### src/rtl/proc_pkg.sv
// Shared definitions for the proc instruction issuer: opcodes, issuer state
// encoding and the default halt sentinel.
package proc_pkg;

  localparam logic [2:0] OP_MV  = 3'b000;
  localparam logic [2:0] OP_MVI = 3'b001;
  localparam logic [2:0] OP_ADD = 3'b010;
  localparam logic [2:0] OP_SUB = 3'b011;

  localparam logic [15:0] HALT_WORD_DEFAULT = 16'hFFFF;

  typedef enum logic [3:0] {
    S_IDLE,
    S_FETCH,
    S_LOAD,
    S_FETCH_IMM,
    S_LOAD_IMM,
    S_ISSUE,
    S_IMM,
    S_WAIT,
    S_NEXT,
    S_HALT,
    S_ERROR
  } issuer_state_t;

  function automatic logic is_mvi(input logic [2:0] op);
    return op == OP_MVI;
  endfunction

endpackage

### src/rtl/issue_timer.sv
// Wait-for-Done watchdog: cleared on issue, counts WAIT cycles, and flags the
// last permitted WAIT cycle so the issuer can leave for ERROR on that edge.
module issue_timer #(
  parameter int TIMEOUT = 15
) (
  input  logic Clock,
  input  logic Resetn,
  input  logic clear,
  input  logic enable,
  output logic expired
);

  localparam int CW = (TIMEOUT < 2) ? 1 : $clog2(TIMEOUT + 1);

  logic [CW-1:0] count;

  always_ff @(posedge Clock) begin
    if (!Resetn) begin
      count <= '0;
    end else if (clear) begin
      count <= '0;
    end else if (enable) begin
      count <= count + CW'(1);
    end
  end

  // count holds the number of WAIT cycles already completed
  assign expired = enable && (count == CW'(TIMEOUT - 1));

endmodule

### src/rtl/proc_issuer.sv
// Fetches instruction words from a 1-cycle-latency ROM and drives them onto
// the processor DIN/Run/Done handshake, prefetching the mvi immediate.
module proc_issuer
  import proc_pkg::*;
#(
  parameter int ADDR_W = 5,
  parameter int DATA_W = 16,
  parameter int TIMEOUT = 15,
  parameter logic [DATA_W-1:0] HALT_WORD = DATA_W'(HALT_WORD_DEFAULT)
) (
  input  logic              Clock,
  input  logic              Resetn,
  input  logic              Start,
  output logic [ADDR_W-1:0] MemAddr,
  input  logic [DATA_W-1:0] MemData,
  output logic [DATA_W-1:0] DIN,
  output logic              Run,
  input  logic              Done,
  output logic              Busy,
  output logic              Halted,
  output logic              Error,
  output logic [7:0]        RetireCount
);

  issuer_state_t     state, state_nxt;
  logic [ADDR_W-1:0] pc;
  logic [ADDR_W:0]   pc_adv;
  logic [DATA_W-1:0] instr_q, imm_q;
  logic [7:0]        retire_q;
  logic              ld_mvi, cur_mvi, idle_like, done_ok, timer_expired;

  assign ld_mvi    = is_mvi(MemData[8:6]);
  assign cur_mvi   = is_mvi(instr_q[8:6]);
  assign idle_like = (state == S_IDLE) || (state == S_HALT) || (state == S_ERROR);
  assign done_ok   = Done && ((state == S_IMM) || (state == S_WAIT));
  // carry out of the ADDR_W-bit advance marks the end of program space
  assign pc_adv    = {1'b0, pc} + (ADDR_W + 1)'(cur_mvi ? 2 : 1);

  issue_timer #(.TIMEOUT(TIMEOUT)) u_timer (
    .Clock   (Clock),
    .Resetn  (Resetn),
    .clear   (state == S_ISSUE),
    .enable  (state == S_WAIT),
    .expired (timer_expired)
  );

  always_ff @(posedge Clock) begin
    if (!Resetn) begin
      state <= S_IDLE;
    end else begin
      state <= state_nxt;
    end
  end

  always_comb begin
    state_nxt = state;
    case (state)
      S_IDLE, S_HALT, S_ERROR: if (Start) state_nxt = S_FETCH;
      S_FETCH:                 state_nxt = S_LOAD;
      S_LOAD: begin
        if (MemData == HALT_WORD)  state_nxt = S_HALT;
        else if (ld_mvi && (&pc))  state_nxt = S_ERROR;
        else if (ld_mvi)           state_nxt = S_FETCH_IMM;
        else                       state_nxt = S_ISSUE;
      end
      S_FETCH_IMM:             state_nxt = S_LOAD_IMM;
      S_LOAD_IMM:              state_nxt = S_ISSUE;
      S_ISSUE:                 state_nxt = cur_mvi ? S_IMM : S_WAIT;
      S_IMM:                   state_nxt = Done ? S_NEXT : S_WAIT;
      S_WAIT: begin
        if (Done)               state_nxt = S_NEXT;
        else if (timer_expired) state_nxt = S_ERROR;
      end
      S_NEXT:                  state_nxt = pc_adv[ADDR_W] ? S_HALT : S_FETCH;
      default:                 state_nxt = S_IDLE;
    endcase
  end

  always_ff @(posedge Clock) begin
    if (!Resetn) begin
      pc       <= '0;
      retire_q <= '0;
    end else begin
      if (idle_like && Start) begin
        pc       <= '0;
        retire_q <= '0;
      end
      if (state == S_NEXT) pc <= pc_adv[ADDR_W-1:0];
      if (done_ok) retire_q <= retire_q + 8'd1;
    end
  end

  // instruction holding registers need no reset: DIN only shows them when issuing
  always_ff @(posedge Clock) begin
    if (state == S_LOAD)     instr_q <= MemData;
    if (state == S_LOAD_IMM) imm_q   <= MemData;
  end

  always_comb begin
    MemAddr = pc;
    DIN     = '0;
    Run     = 1'b0;
    case (state)
      S_FETCH_IMM: MemAddr = pc + ADDR_W'(1);
      S_ISSUE: begin
        DIN = instr_q;
        Run = 1'b1;
      end
      S_IMM: begin
        DIN = imm_q;
        Run = 1'b1;
      end
      S_WAIT:      Run = 1'b1;
      default:     ;
    endcase
    Busy   = !idle_like;
    Halted = (state == S_HALT);
    Error  = (state == S_ERROR);
  end

  assign RetireCount = retire_q;

endmodule
### config.mk
export PLATFORM = sky130hd
export DESIGN_NAME = proc_issuer
export DESIGN_NICKNAME = d
export VERILOG_FILES = /design/src/rtl/proc_pkg.sv /design/src/rtl/issue_timer.sv /design/src/rtl/proc_issuer.sv
export SDC_FILE = /design/constraint.sdc
export NUM_CORES = 1
export LEC_CHECK = 0
export CAP_MARGIN = 20
export CORE_ASPECT_RATIO = 1.5
export CORE_MARGIN = 2
export CORE_UTILIZATION = 35
export CTS_CLUSTER_DIAMETER = 30
export DETAILED_ROUTE_END_ITERATION = 8
export PLACE_DENSITY = 0.72
export SYNTH_ARGS = -nofsm -noshare
export SYNTH_HDL_FRONTEND = slang
export SYNTH_SLANG_ARGS = --single-unit
### constraint.sdc
create_clock -name Clock -period 2.8 [get_ports Clock]
set_input_delay 0.28 -clock Clock [delete_from_list [all_inputs] [get_ports Clock]]
set_output_delay 0.28 -clock Clock [all_outputs]
set_load 0.02 [all_outputs]
After elaboration in Yosys (flattened, before gate mapping) --
Index checks and enable logic that the tools add are counted.
Storage, ports and cells: register bits 53, input bits 20, output and inout port bits 33, word-level logic and storage cells 61
Cells by class: add/subtract/negate cells 4, equality and inequality tests 16, multiplexer cells 18, bitwise operators 1, reductions and logical operators 16
Operator list (number):
- case mux 4 bit (9 select lines) | 1
- case mux 16 bit (2 select lines) | 1
- two-way mux 4 bit | 7
- == test 16 bit, second input constant | 1
- == test 4 x 3 -> 1 bit, second input constant | 4
- == test 4 bit, second input constant | 4
- two-way mux 8 bit | 2
- two-way mux 5 bit | 3
- adder 8 x 1 -> 8 bit, second input constant | 1
- == test 4 x 2 -> 1 bit, second input constant | 2
- adder 5 x 2 -> 6 bit | 1
- == test 3 x 1 -> 1 bit, second input constant | 2
- OR reduction 3 bit | 2
- adder 5 x 1 -> 5 bit, second input constant | 1
- AND reduction 5 bit | 1
- adder 4 x 1 -> 4 bit, second input constant | 1
- == test 4 x 1 -> 1 bit, second input constant | 1
- logical AND 1 bit | 4
- zero test 4 bit | 1
- nonzero test 2 bit | 2
- logical OR 1 bit | 3
- two-way mux 3 bit | 1
- != test 3 bit, second input constant | 1
- two-way mux 1 bit | 2
- other kinds (6) | 6

Logic depth before layout (Yosys ltp) --
depth in word-level cells 6, gate-level depth with buffers 8, mapped depth without buffers 8

Hierarchy --
A second synthesis with hierarchy kept.
Unflattened totals: cells, all modules 238, area total of the unflattened synthesis 2632.5 µm²
By module, submodules not included:
- proc_issuer | times used 1, cells an instance 217, area each 2424.8 µm², seq. area each 1301.2 µm²
- issue_timer | times used 1, cells an instance 21, area each 207.7 µm², seq. area each 80.1 µm²

Worst setup path before layout --
Ideal clock, no wire load.
path kind reg-to-reg, start reg state[3], end reg state[3], library setup time 60 ps, arrival time 2956 ps, data required time 2740 ps, path slack -217 ps, stages on the path, launching flop included 6, path buffers 1, clock period less this slack 3017 ps, cell sequence dfxtp_1 clkbuf_2 nor4b_1 and3_1 a211o_1 a32o_1
On the way: word-level cells in the longest chain between the ends 4, elaborated cells on any way between the ends 17, classes of those cells 12 x eq/ne; 1 x mux; 4 x reduce/logical
RTL lines:
- from (decl) | line proc_issuer.sv:25 | issuer_state_t state, state_nxt;
- from (signal assigned) | line proc_issuer.sv:51 | state <= state_nxt;
- == test 4 bit, or another cell as far along | line proc_issuer.sv:57 | case (state)
- OR reduction 3 bit or logical AND 1 bit (tied branches) | line proc_issuer.sv:57, issue_timer.sv:28
- != test 2 bit (no source line) or != test 3 bit (tied branches)
- AND reduction 2 bit (no source line)
Several ways; a longest one is shown, not always the timed one. A chain may end at the register's enable or synchronous reset.

Worst setup path in the final report --
start reg pc[0], end out MemAddr[4]
On the way: word-level cells in the longest chain between the ends 2
RTL lines:
- from (decl) | line proc_issuer.sv:26 | logic [ADDR_W-1:0] pc;
- from (signal assigned) | line proc_issuer.sv:88 | if (state == S_NEXT) pc <= pc_adv[ADDR_W-1:0];
- adder 5 x 1 -> 5 bit | line proc_issuer.sv:104 | S_FETCH_IMM: MemAddr = pc + ADDR_W'(1);
- two-way mux 5 bit | line proc_issuer.sv:103 | case (state)
- to (decl) | line proc_issuer.sv:14 | output logic [ADDR_W-1:0] MemAddr,
Every way passes these cells.

==> metrics <==
H-tree depth=2; simple logic cell fraction of the synthesized area=0.167; Hold Slack=0.496 ns; worst clock skew=0.0129 ns; IO buf count=52; multi-input logic area=~1100 um^2; Final nets=between 300 and 400; Synth Flop Type=edfxtp_1; highest clock rate=0.401 GHz; Post-route DRC=0; worst min path class=register to register; mux cell area share after synthesis=0.00435; # rows=38; Die Y=~110 um; overall routed net length=5770 um; Critical Path Sink Type=primary output; CTS root buf=clkbuf_8; antenna violations before repair=0; kind of critical path=register to primary output; sequential fraction of the synthesis area=0.534; critical path startpoint category=register; largest net degree at the start of global routing=18; post-synthesis cell count=229; Initial DRC Count=between 100 and 150; outcome=finished, final reports clean; Synth top area share=0.372; Setup crit start=pc[0]; CP required=2.52 ns; Yosys warning total=0; detailed placer's ending HPWL=4230 um; Core Box Area=7180 um^2; Yosys cell types=55; Worst R2R Start=state[3]; post-synthesis adder-cell area fraction=0.0416; Post-CTS Setup Inserts=0; Area growth syn-to-layout=30.2%; top cells by area, synth=edfxtp_1 37%, dfxtp_1 16%, a22o_1 5.4%; Tmin final=2.49 ns; cell area after layout=roughly 3400 um^2; number of detailed-route iterations in the first pass=5; RSZ-0062 raised after global routing=false; wire length per cell=15.1 um; final setup fails=0; total grt overflow=0; fillers=660; ys async rst share=0; CTS tree=yes; R2R Path End=state[3]; share of layout cells above drive strength 1=0.0883; Die Wd=74.2 um; leading area contributor after synthesis=edfxtp_1; Pleak=1.13 nW; Slew headroom=0.685; CTS buffer count=5; diode count=0; Reg2Reg Depth=5; VDD IR max=0.310 mV; routed vias=2027; clk sinks=53; utilization after layout=0.469; main combinational cell family by area after synthesis=compound AO/OA/AOI/OAI gates; total I/O pin count=53; period utilisation layout=0.890; Slowest-stage cell, CP=clkdlybuf4s50_1; post-DR vias/cell=5.29; Max FO, Critical Path=5; FF+latch area=1380 um^2; Hold Violations, Final=0; CP peak stage delay=0.54 ns; crit path cell chain=ha_1 -> and3_1 -> ha_1 -> mux2_1 -> clkdlybuf4s50_1; EDFF count, synth=32; vias in the first global route=1946; Final Max Tran Viols=0; Worst Setup EP=MemAddr[4]; r2r setup slk=0.80 ns; setup tns final=0 ns; Max clock buf depth=2; Synth Area in XOR/XNOR=0.0271; Clock transition at path regs=0.10 ns; Post-Syn Nets=257; Power Density=606 nW/um^2; Clk Latency, worst-skew pair=0.31 ns; Mean Syn Cell Area=roughly 11 um^2; complex-gate fraction of the synthesized area=0.190; maxcap violations=0; overall fraction of global-route tracks in use=0.151; Initial Util=0.360; RePlAce Congestion=approximately 0.75; Mapped Area=2590 um^2; die area=8110 um^2; Least-Margin Pin Slew=0.471 ns; most frequent cell after synthesis=edfxtp_1; cell mode on critical path=ha_1; Synth top cells by count=32 x edfxtp_1, 21 x dfxtp_1, 16 x a22o_1; Post-DRT Antenna Nets=0; Critical Path AT=approximately 2.2 ns; first-pass GRT wire length=9520 um; Placed Area=approximately 3300 um^2; synthesis-stage register bit count=53
flip-flops by register name, summed over array words and instances (netlist names):
signal,flops
u_timer.count,4
imm_q,16
pc,5
state,4
instr_q,16
RetireCount,8
kinds of logic after synthesis:
family,Yosys count
adders and majority gates,8
muxes,1
and+or+nand+nor,71
DFF,53
AOI/OAI and AO/OA,66
xor gates and xnor gates,8
buffers and inverters,22
layer usage:
metal / GRT usage / share of wire / up-vias
met4: 0.0662 / 0.017 / 0
met2: 0.256 / 0.50 / 50
met5: 0 / 0 / -
met3: 0.0268 / 0.045 / 7
li1: - / - / 997
met1: 0.183 / 0.44 / 973
where the power goes:
| group | internal, mW | leakage (nW) | switching [mW] | total (mW) |
|---|---|---|---|---|
| clock network | 0.263 | 0.0518 | 0.247 | 0.510 |
| registers | 0.929 | 0.460 | 0.0460 | 0.975 |
| logic | 0.233 | 0.614 | 0.323 | 0.556 |
cell type report:
type                       instances  share of cell area
clock buffer                       5              0.0204
clock inverter                     3              0.0123
inverter                           6             0.00669
multi-input combinational        154               0.336
sequential                        53               0.411
tap                              100              0.0372
timing repair buffer              62               0.177
layout by cell type (no fill, tap or decap), types with 2 or more instances in the layout:
| cell | synthesis | final |
|---|---|---|
| a211oi_1 | 2 | 2 |
| a21oi_1 | 13 | 13 |
| a22o_1 | 16 | 16 |
| a311o_1 | 2 | 2 |
| a311oi_1 | 2 | 2 |
| a31oi_1 | 5 | 5 |
| a32o_1 | 2 | 2 |
| and3_1 | 3 | 3 |
| and4b_1 | 2 | 2 |
| buf_4 | 0 | 10 |
| clkbuf_8 | 0 | 5 |
| clkdlybuf4s50_1 | 0 | 52 |
| clkinv_1 | 1 | 2 |
| dfxtp_1 | 21 | 20 |
| edfxtp_1 | 32 | 32 |
| ha_1 | 7 | 7 |
| inv_1 | 5 | 5 |
| nand2_1 | 13 | 13 |
| nand2b_1 | 7 | 7 |
| nand3_1 | 3 | 3 |
| nand4_1 | 8 | 8 |
| nor2_1 | 12 | 12 |
| nor2b_1 | 2 | 2 |
| nor3_2 | 1 | 2 |
| o2111a_1 | 2 | 2 |
| o211ai_1 | 7 | 7 |
| o21ai_0 | 4 | 4 |
| o21ai_1 | 3 | 3 |
| or2_0 | 2 | 2 |
| or3_1 | 4 | 4 |
| xnor2_1 | 4 | 4 |
| xor2_1 | 4 | 4 |
what timing repair did:
item / 4_1_cts / 5_1_grt
hold buffers: 0 / 0
gates resized for setup: 0 / 1
endpoints found under the setup margin: 0 / 2
stage by stage:
step	setup WS [ns]	instances	power [mW]
3_3_place_gp	0.621	375	1.54
6_report	0.309	383	2.04
5_1_grt	0.124	383	2.14
4_1_cts	0.188	383	2.06
3_5_place_dp	0.560	375	1.55
2_1_floorplan	0.601	229	1.32
worst max-delay path: cells and delay by family (launching register included):
family / cells / cell delay, ns
simple gates: 1 / 0.18
flops: 1 / 0.38
buf+inv: 1 / 0.54
fa+ha+maj: 2 / 0.50
mux: 1 / 0.29
how the worst min path moves through the flow:
stage / endpoint / slack, ns / cells after the start / startpoint
final: RetireCount[7] / 0.50 / 2 / RetireCount[7]
after floorplan: imm_q[0] / 0.38 / 0 / MemData[0]
after global routing: RetireCount[7] / 0.52 / 2 / RetireCount[7]
after global placement: RetireCount[7] / 0.48 / 2 / RetireCount[7]
after detailed placement: RetireCount[7] / 0.49 / 2 / RetireCount[7]
after CTS: RetireCount[7] / 0.50 / 2 / RetireCount[7]
Power figures use the tool's default switching activity.
